File: config.mk
export PLATFORM = sky130hd
export DESIGN_NAME = div_result_bcd
export DESIGN_NICKNAME = d
export VERILOG_FILES = /design/src/rtl/div_result_bcd.sv
export SDC_FILE = /design/constraint.sdc
export NUM_CORES = 1
export LEC_CHECK = 0
export CORE_MARGIN = 1
export CORE_UTILIZATION = 40
export DETAILED_ROUTE_END_ITERATION = 12
export PLACE_DENSITY = 0.63
export SLEW_MARGIN = 10
export SYNTH_ARGS = -nofsm -noshare
export SYNTH_HDL_FRONTEND = slang
export SYNTH_SLANG_ARGS = --single-unit
File: constraint.sdc
create_clock -name clock -period 13.5 [get_ports clock]
set_clock_uncertainty 0.2 [all_clocks]
set_input_delay 4.05 -clock clock [delete_from_list [all_inputs] [get_ports clock]]
set_output_delay 4.05 -clock clock [all_outputs]
set_load 0.1 [all_outputs]
File: src/rtl/div_result_bcd.sv
// div_result_bcd
// Converts a signed 32-bit divider result (quotient or remainder) into a
// sign flag plus a 10-digit BCD magnitude using a serial double-dabble
// engine. A conversion starts on the falling edge of the divider's busy
// flag and completes 33 clock edges later.

module div_result_bcd (
    input  logic        clock,
    input  logic        reset,
    input  logic [31:0] q,
    input  logic [31:0] r,
    input  logic        busy,
    input  logic        sel,
    output logic [39:0] bcd,
    output logic        neg,
    output logic        valid,
    output logic        conv_busy,
    output logic        overrun
);

    // FSM encoding
    localparam logic [1:0] ST_IDLE  = 2'd0;
    localparam logic [1:0] ST_SHIFT = 2'd1;
    localparam logic [1:0] ST_DONE  = 2'd2;

    // Number of double-dabble steps minus one (one step per magnitude bit)
    localparam logic [5:0] LAST_STEP = 6'd31;

    logic [1:0]  r_state;
    logic        r_busy_d;
    logic        r_sign;
    logic [31:0] r_mag;
    logic [39:0] r_scratch;
    logic [5:0]  r_cnt;
    logic [39:0] r_bcd;
    logic        r_neg;
    logic        r_valid;
    logic        r_conv_busy;
    logic        r_overrun;

    logic        w_capture;
    logic [31:0] w_word;
    logic [31:0] w_mag_load;
    logic [39:0] w_scratch_adj;

    // A capture event is the divider dropping busy after having held it high
    assign w_capture = r_busy_d & ~busy;

    // Operand chosen by sel; only consumed on the capture edge in IDLE
    assign w_word = sel ? r : q;

    // Two's-complement magnitude; 0x80000000 maps to 2^31, which fits unsigned
    assign w_mag_load = w_word[31] ? (~w_word + 32'd1) : w_word;

    assign bcd       = r_bcd;
    assign neg       = r_neg;
    assign valid     = r_valid;
    assign conv_busy = r_conv_busy;
    assign overrun   = r_overrun;

    // Double-dabble correction: add 3 to every BCD digit that is 5 or more
    always_comb begin
        // NOTE: assign a full default before the conditional updates so no path leaves the signal unassigned, which would infer a latch.
        w_scratch_adj = r_scratch;
        for (int i = 0; i < 10; i++) begin
            if (r_scratch[4*i +: 4] >= 4'd5) begin
                w_scratch_adj[4*i +: 4] = r_scratch[4*i +: 4] + 4'd3;
            end
        end
    end

    // Delay busy by one edge for capture-event detection
    always_ff @(posedge clock or posedge reset) begin
        // NOTE: sequential state uses non-blocking assignments so every register samples the pre-edge values, independent of statement order.
        if (reset) begin
            r_busy_d <= 1'b0;
        end else begin
            r_busy_d <= busy;
        end
    end

    // Sticky flag for capture events that arrive while a conversion is running
    always_ff @(posedge clock or posedge reset) begin
        if (reset) begin
            r_overrun <= 1'b0;
        end else if (w_capture && (r_state != ST_IDLE)) begin
            r_overrun <= 1'b1;
        end
    end

    // Conversion FSM and double-dabble datapath
    always_ff @(posedge clock or posedge reset) begin
        if (reset) begin
            r_state   <= ST_IDLE;
            r_sign    <= 1'b0;
            r_mag     <= 32'd0;
            r_scratch <= 40'd0;
            r_cnt     <= 6'd0;
        end else begin
            case (r_state)
                ST_IDLE: begin
                    if (w_capture) begin
                        r_sign    <= w_word[31];
                        r_mag     <= w_mag_load;
                        r_scratch <= 40'd0;
                        r_cnt     <= 6'd0;
                        r_state   <= ST_SHIFT;
                    end
                end
                ST_SHIFT: begin
                    // Shift {scratch, magnitude} left by one after correction
                    r_scratch <= {w_scratch_adj[38:0], r_mag[31]};
                    r_mag     <= {r_mag[30:0], 1'b0};
                    r_cnt     <= r_cnt + 6'd1;
                    if (r_cnt == LAST_STEP) begin
                        r_state <= ST_DONE;
                    end
                end
                ST_DONE: begin
                    r_state <= ST_IDLE;
                end
                default: begin
                    r_state <= ST_IDLE;
                end
            endcase
        end
    end

    // Output registers: result and status change only at capture and DONE
    always_ff @(posedge clock or posedge reset) begin
        if (reset) begin
            r_bcd       <= 40'd0;
            r_neg       <= 1'b0;
            r_valid     <= 1'b0;
            r_conv_busy <= 1'b0;
        end else begin
            if ((r_state == ST_IDLE) && w_capture) begin
                r_valid     <= 1'b0;
                r_conv_busy <= 1'b1;
            end else if (r_state == ST_DONE) begin
                r_bcd       <= r_scratch;
                r_neg       <= r_sign;
                r_valid     <= 1'b1;
                r_conv_busy <= 1'b0;
            end
        end
    end

endmodule
==> results of run 1 <==
==> layout make-up <==
| type | instances | area share |
|---|---|---|
| inverter | 22 | 0.009463 |
| clock inverter | 7 | 0.01225 |
| sequential | 126 | 0.3507 |
| timing repair buffer | 120 | 0.1305 |
| multi-input combinational | 552 | 0.4115 |
| tap | 225 | 0.03131 |
| clock buffer | 23 | 0.05427 |
==> report_power, final <==
group | internal (W) | leakage (nW) | switching, W
combinational | 0.000202 | 1.89 | 0.000249
clock | 0.000306 | 0.299 | 0.000152
sequential | 0.000483 | 1.57 | 0.0000908
total | 0.000991 | 3.75 | 0.000491
==> metal layers <==
layer  track usage  vias up
li1              -     2895
met1        0.2433     2847
met2        0.3191      127
met3       0.03704       14
met4       0.05805        0
met5             0        -
==> critical path, delay by kind of cell <==
family	cells	cell delay, ps
simple gates	2	470
mux	1	350
compound gates	3	840
xor+xnor	1	150
buf+inv	2	740
fa+ha+maj	1	260
==> metrics by stage <==
| stage | std cells | power (W) |
|---|---|---|
| floorplan | 744 | 0.0008988 |
| global placement | 1045 | 0.0009948 |
| detailed placement | 1045 | 0.001029 |
| CTS | 1075 | 0.001497 |
| global route | 1075 | 0.001585 |
| finish | 1075 | 0.001482 |
==> path summary, 6_finish.rpt <==
check / startpoint / endpoint / slack (ps) / cells after the start
setup / recovery: sel / r_mag[30]$_DFFE_PP0P_ / 6730 / 10
hold / removal: bcd[9]$_DFFE_PP0P_ / bcd[9]$_DFFE_PP0P_ / 270 / 2
setup reg to reg: r_state[1]$_DFFE_PP0P_ / r_scratch[23]$_DFFE_PP0P_ / 11200 / 6
hold reg to reg: bcd[9]$_DFFE_PP0P_ / bcd[9]$_DFFE_PP0P_ / 270 / 2
max in group asynchronous: reset / r_scratch[28]$_DFFE_PP0P_ / 7780 / 3
min in group asynchronous: reset / r_mag[3]$_DFFE_PP0P_ / 3810 / 2
==> cell families (layout without fill, tap and decap cells) <==
kind of cell               Yosys count  count (layout)
xor gates and xnor gates            41              41
muxes                               56              56
AOI/OAI and AO/OA                  219             219
DFF                                126             126
buffers and inverters               66             172
adders and majority gates           22              22
and+or+nand+nor                    214             214
==> Yosys cell counts, drive strengths merged, types with 4 or more instances <==
cell type / instances
o32ai: 11
o21ai: 90
mux2: 25
o31ai: 13
a32o: 10
nand3: 27
nor3: 24
dfrtp: 126
nor4b: 4
o22ai: 5
a21oi: 47
nand2b: 17
inv: 22
nor2: 49
ha: 22
nor4: 6
nor3b: 9
xor2: 21
mux2i: 31
a22oi: 20
xnor2: 20
buf: 12
nand2: 59
and3: 5
clkbuf: 32
==> cells in the final DEF (no fill, tap or decap), types with 22 or more instances in the layout <==
cell type	count
dfrtp_1	126
mux2_2	25
ha_1	22
nand2_1	59
nor3_1	22
mux2i_1	31
o21ai_0	89
nor2_1	49
nand3_1	27
a21oi_1	47
clkdlybuf4s50_1	110
==> state kept, by name (all words and copies together) (netlist names) <==
register,count
bcd,40
r_cnt,6
r_state,2
neg,1
r_mag,32
conv_busy,1
r_busy_d,1
valid,1
r_scratch,40
overrun,1
r_sign,1
==> impl_metrics.json, run 1 <==
{
  "viasPerCell": 5.473,
  "ys_warn_count": 0,
  "worstSetupPathType": "primary input to register",
  "antenna_cells": 0,
  "leakagePower_nw": 3.752,
  "cts_buffers": 17,
  "ant_nets": 0,
  "vias": 5883,
  "synthMuxAreaShare": 0.08335,
  "crit_required_ps": 13610,
  "maxCapViolCount": 0,
  "antenna_found_initial": 0,
  "critPathArrivalTime_ps": 6880,
  "finish.net_count": 929,
  "post-route-drc-count": 0,
  "yosys_most_used_dff": "dfrtp_1",
  "core_area_mm2": 0.01730,
  "initial_utilization": 0.4105,
  "die_w_um": 135.2,
  "grt_pass1_vias": 5802,
  "hold_viol": 0,
  "syn-instance-count": 744,
  "synth-compound-area-share": 0.1945,
  "synth.distinct_cells": 57,
  "clk_pin_slew_ps": 50,
  "synth_area_per_cell_um2": 9.544,
  "final.period_utilization": 0.5015,
  "cts_tree": "built",
  "multi_input_area_mm2": 0.003700,
  "port_buffers": 111,
  "synth_top_cell_area_share": 0.4441,
  "ys_seq_area_frac": 0.4441,
  "path_cells": "buf_2, buf_4, mux2i_1, ha_1, nor3b_1, nand3_1, a2111oi_4, a21oi_1, xnor2_1, a21o_1",
  "fin_crit_ps": 6770,
  "nFillCells": 1587,
  "fp.dieArea_mm2": 0.01829,
  "holdWs_ps": 274.4,
  "setup_tns_ps": 0,
  "synth-edff-count": 0,
  "drive_above_1_share": 0.08941,
  "first_iter_violations": 336,
  "synthAdderAreaFrac": 0.03877,
  "grt_max_degree": 89,
  "slew_headroom": 0.2613,
  "cts_hold_buf": 0,
  "p_per_area_mw_per_mm2": 164.8,
  "grt-ovfl-total": 0,
  "cts_root_buf": "clkbuf_16",
  "synthTopCellsByArea": "dfrtp_1 44%, o21ai_0 6.3%, mux2i_1 4.4%",
  "m1WireLength_um": 7708,
  "hp-class": "register to register",
  "area_delta_synth_final_pct": 26.63,
  "synthesis.area_mm2": 0.007101,
  "drt_pass1_iterations": 5,
  "fin_area_mm2": 0.008991,
  "die_h_um": 135.2,
  "synth-simple-area-share": 0.1510,
  "status": "completed",
  "start_kind": "primary input",
  "cts_sinks": 126,
  "clockBufferDepth": 2,
  "syn_nets": 834,
  "yosys.area_share.xor_xnor": 0.05057,
  "synth_top_family_by_area": "compound AO/OA/AOI/OAI gates",
  "worst_pin_slew_ps": 1108,
  "wl_um": 16450,
  "clk_latency_ps": 410,
  "postSynth.asyncResetShare": 1.000,
  "yosysTopAreaCell": "dfrtp_1",
  "fin_ws_ps": 6730,
  "placed_area_mm2": 0.008393,
  "post_cts_buffers": 0,
  "vdd_drop_max_v": 0.00008140,
  "maxUsedRoutingLayer": "met4",
  "pre_cts_ws_ps": 6282,
  "cp_slowest_cell": "buf_4",
  "final_core_util": 0.5198,
  "synth-seq-cells": 126,
  "cts_max_level": 4,
  "critical-path-max-stage-delay_ps": 660,
  "setup_viol_count_final": 0,
  "fmax_mhz": 147.7,
  "finalMaxSlewViolations": 0,
  "route.met2.wl_um": 8001,
  "wl_met3_um": 542,
  "worstPathMaxFanout": 80,
  "grt_first_pass_wirelength_um": 27690,
  "critPathCaptureType": "register",
  "cts.repair.resized": 0,
  "rows": 48,
  "dpl.hpwl_um": 11380,
  "gp_congestion": 0.8798,
  "io_pins": 112,
  "grt_setup_unrepaired": "no",
  "seqCellArea_mm2": 0.003153,
  "grt_use_total": 0.1889,
  "wire_per_inst_um": 15.30
}
Power figures use the tool's default switching activity.
==> run 2, diff against run 1 <==
==> constraint.sdc (replaced) <==
create_clock -name clock -period 7.05 [get_ports clock]
set_clock_uncertainty 0.2 [all_clocks]
set_input_delay 2.115 -clock clock [delete_from_list [all_inputs] [get_ports clock]]
set_output_delay 2.115 -clock clock [all_outputs]
set_load 0.1 [all_outputs]
==> impl_metrics.json, run 2 (synthesis results as in run 1) <==
{
  "cts_max_level": 4,
  "path_cells": "buf_2, buf_4, nor3b_1, nor2_1, nor4_4, and3_1, mux2i_1, a221o_1",
  "vdd_drop_max_v": 0.0001518,
  "grt_use_total": 0.1914,
  "hold_viol": 0,
  "cp_slowest_cell": "buf_4",
  "start_kind": "primary input",
  "hp-start": "bcd[24]$_DFFE_PP0P_",
  "clk_pin_slew_ps": 60,
  "finalMaxSlewViolations": 0,
  "critPathCaptureType": "register",
  "combPwrFrac": 0.301,
  "netSwitchingFraction": 0.3399,
  "drt_pass1_iterations": 5,
  "power.share.sequential": 0.382,
  "worstPathMaxFanout": 78,
  "viasPerCell": 5.475,
  "clock_power_share": 0.316,
  "cts_buffers": 17,
  "cts_root_buf": "clkbuf_16",
  "setup_tns_ps": 0,
  "die_w_um": 135.2,
  "worstSetupPathType": "primary input to register",
  "rows": 48,
  "holdWs_ps": 278.8,
  "leakagePower_nw": 3.761,
  "post-route-drc-count": 0,
  "dpl.hpwl_um": 11560,
  "core_area_mm2": 0.01730,
  "drive_above_1_share": 0.09496,
  "p_switching_w": 0.0009787,
  "cts_tree": "built",
  "r2r-start": "r_state[1]$_DFFE_PP0P_",
  "critPathArrivalTime_ps": 4680,
  "reg2reg_depth": 5,
  "final_cell_mix": "126 x dfrtp_1, 110 x clkdlybuf4s50_1, 89 x o21ai_0",
  "fin_crit_ps": 4583,
  "p_per_area_mw_per_mm2": 318.4,
  "fmax_mhz": 218.2,
  "grt_pass1_vias": 5779,
  "crit_required_ps": 7150,
  "worst_pin_slew_ps": 969.5,
  "vias": 5902,
  "grt-ovfl-total": 0,
  "final_common_cell": "dfrtp_1",
  "status": "completed",
  "slew_headroom": 0.3517,
  "critical-path-max-stage-delay_ps": 650,
  "final.period_utilization": 0.6501,
  "grt_first_pass_wirelength_um": 28060,
  "setup_viol_count_final": 0,
  "r2r_setup_slack_ps": 4260,
  "reg2reg_to": "r_scratch[15]$_DFFE_PP0P_",
  "first_iter_violations": 340,
  "pre_cts_ws_ps": 2013,
  "clockBufferDepth": 2,
  "antenna_found_initial": 0,
  "wire_per_inst_um": 15.44,
  "hp-class": "register to register",
  "cts.repair.resized": 0,
  "grt_setup_unrepaired": "no",
  "antenna_cells": 0,
  "ant_nets": 0,
  "cts_hold_buf": 0,
  "clk_latency_ps": 420,
  "port_buffers": 111,
  "io_pins": 112,
  "gp_congestion": 0.8655,
  "die_h_um": 135.2,
  "hold_path_end": "bcd[24]$_DFFE_PP0P_",
  "area_delta_synth_final_pct": 27.35,
  "p_int_w": 0.001901,
  "cts_sinks": 126,
  "maxCapViolCount": 0,
  "finish.net_count": 930,
  "nFillCells": 1540,
  "post_cts_buffers": 0,
  "hold_depth": 2,
  "fin_ws_ps": 2467,
  "wl_um": 16640,
  "grt_max_degree": 91,
  "fp.dieArea_mm2": 0.01829,
  "initial_utilization": 0.4105
}
## run 2: cell count changes in the layout (fill, tap and decap cells not counted), sizes merged
cell	previous run	this run
clkinvlp	0	4
clkbuf	23	17
buf	10	11
clkinv	4	7
bufinv	3	4
## run 2: area by class of cell
class	instances	area (um2)	share of cell area
Sequential cell	126	3153	0.3487
Clock inverter	15	196.4	0.02172
Inverter	22	85.08	0.009409
Multi-Input combinational cell	552	3700	0.4092
Tap cell	225	281.5	0.03113
Timing Repair Buffer	121	1201	0.1328
Clock buffer	17	425.4	0.04705
## run 2: stage by stage
stage / utilization / cells / instance area, um2 / total power [W]
detailed placement: 0.4852 / 1045 / 8393 / 0.001968
global placement: 0.4852 / 1045 / 8393 / 0.001908
global route: 0.5228 / 1078 / 9042 / 0.003077
floorplan: - / 744 / 7101 / 0.001721
finish: 0.5228 / 1078 / 9042 / 0.002879
CTS: 0.5212 / 1077 / 9015 / 0.002899
## run 2: how the worst max path moves through the flow
stage               slack (ps)               endpoint  start
finish                    2470  r_mag[29]$_DFFE_PP0P_    sel
global route              2260  r_mag[29]$_DFFE_PP0P_    sel
CTS                       2470  r_mag[29]$_DFFE_PP0P_    sel
detailed placement        2010  r_mag[29]$_DFFE_PP0P_    sel
global placement          2110  r_mag[29]$_DFFE_PP0P_    sel
floorplan                 1380     bcd[0]$_DFFE_PP0P_  reset
## run 2: critical path: cells and delay by family
family	cells	cell delay, ps
buf+inv	2	780
simple gates	4	1380
compound gates	1	310
mux	1	80
## run 2: power by group through the flow
stage / logic (W) / clock network, W / registers (W)
finish: 0.000868 / 0.000910 / 0.00110
global route: 0.000988 / 0.000960 / 0.00113
CTS: 0.000874 / 0.000927 / 0.00110
detailed placement: 0.000861 / 0 / 0.00111
global placement: 0.000814 / 0 / 0.00109
floorplan: 0.000652 / 0 / 0.00107
## run 2: per-layer routing
layer | global-route usage | up-vias | part of all wire
met4 | 0.05993 | 0 | 0.012
met5 | 0 | - | 0
met1 | 0.2502 | 2827 | 0.46
li1 | - | 2898 | -
met2 | 0.3179 | 157 | 0.48
met3 | 0.03816 | 20 | 0.043
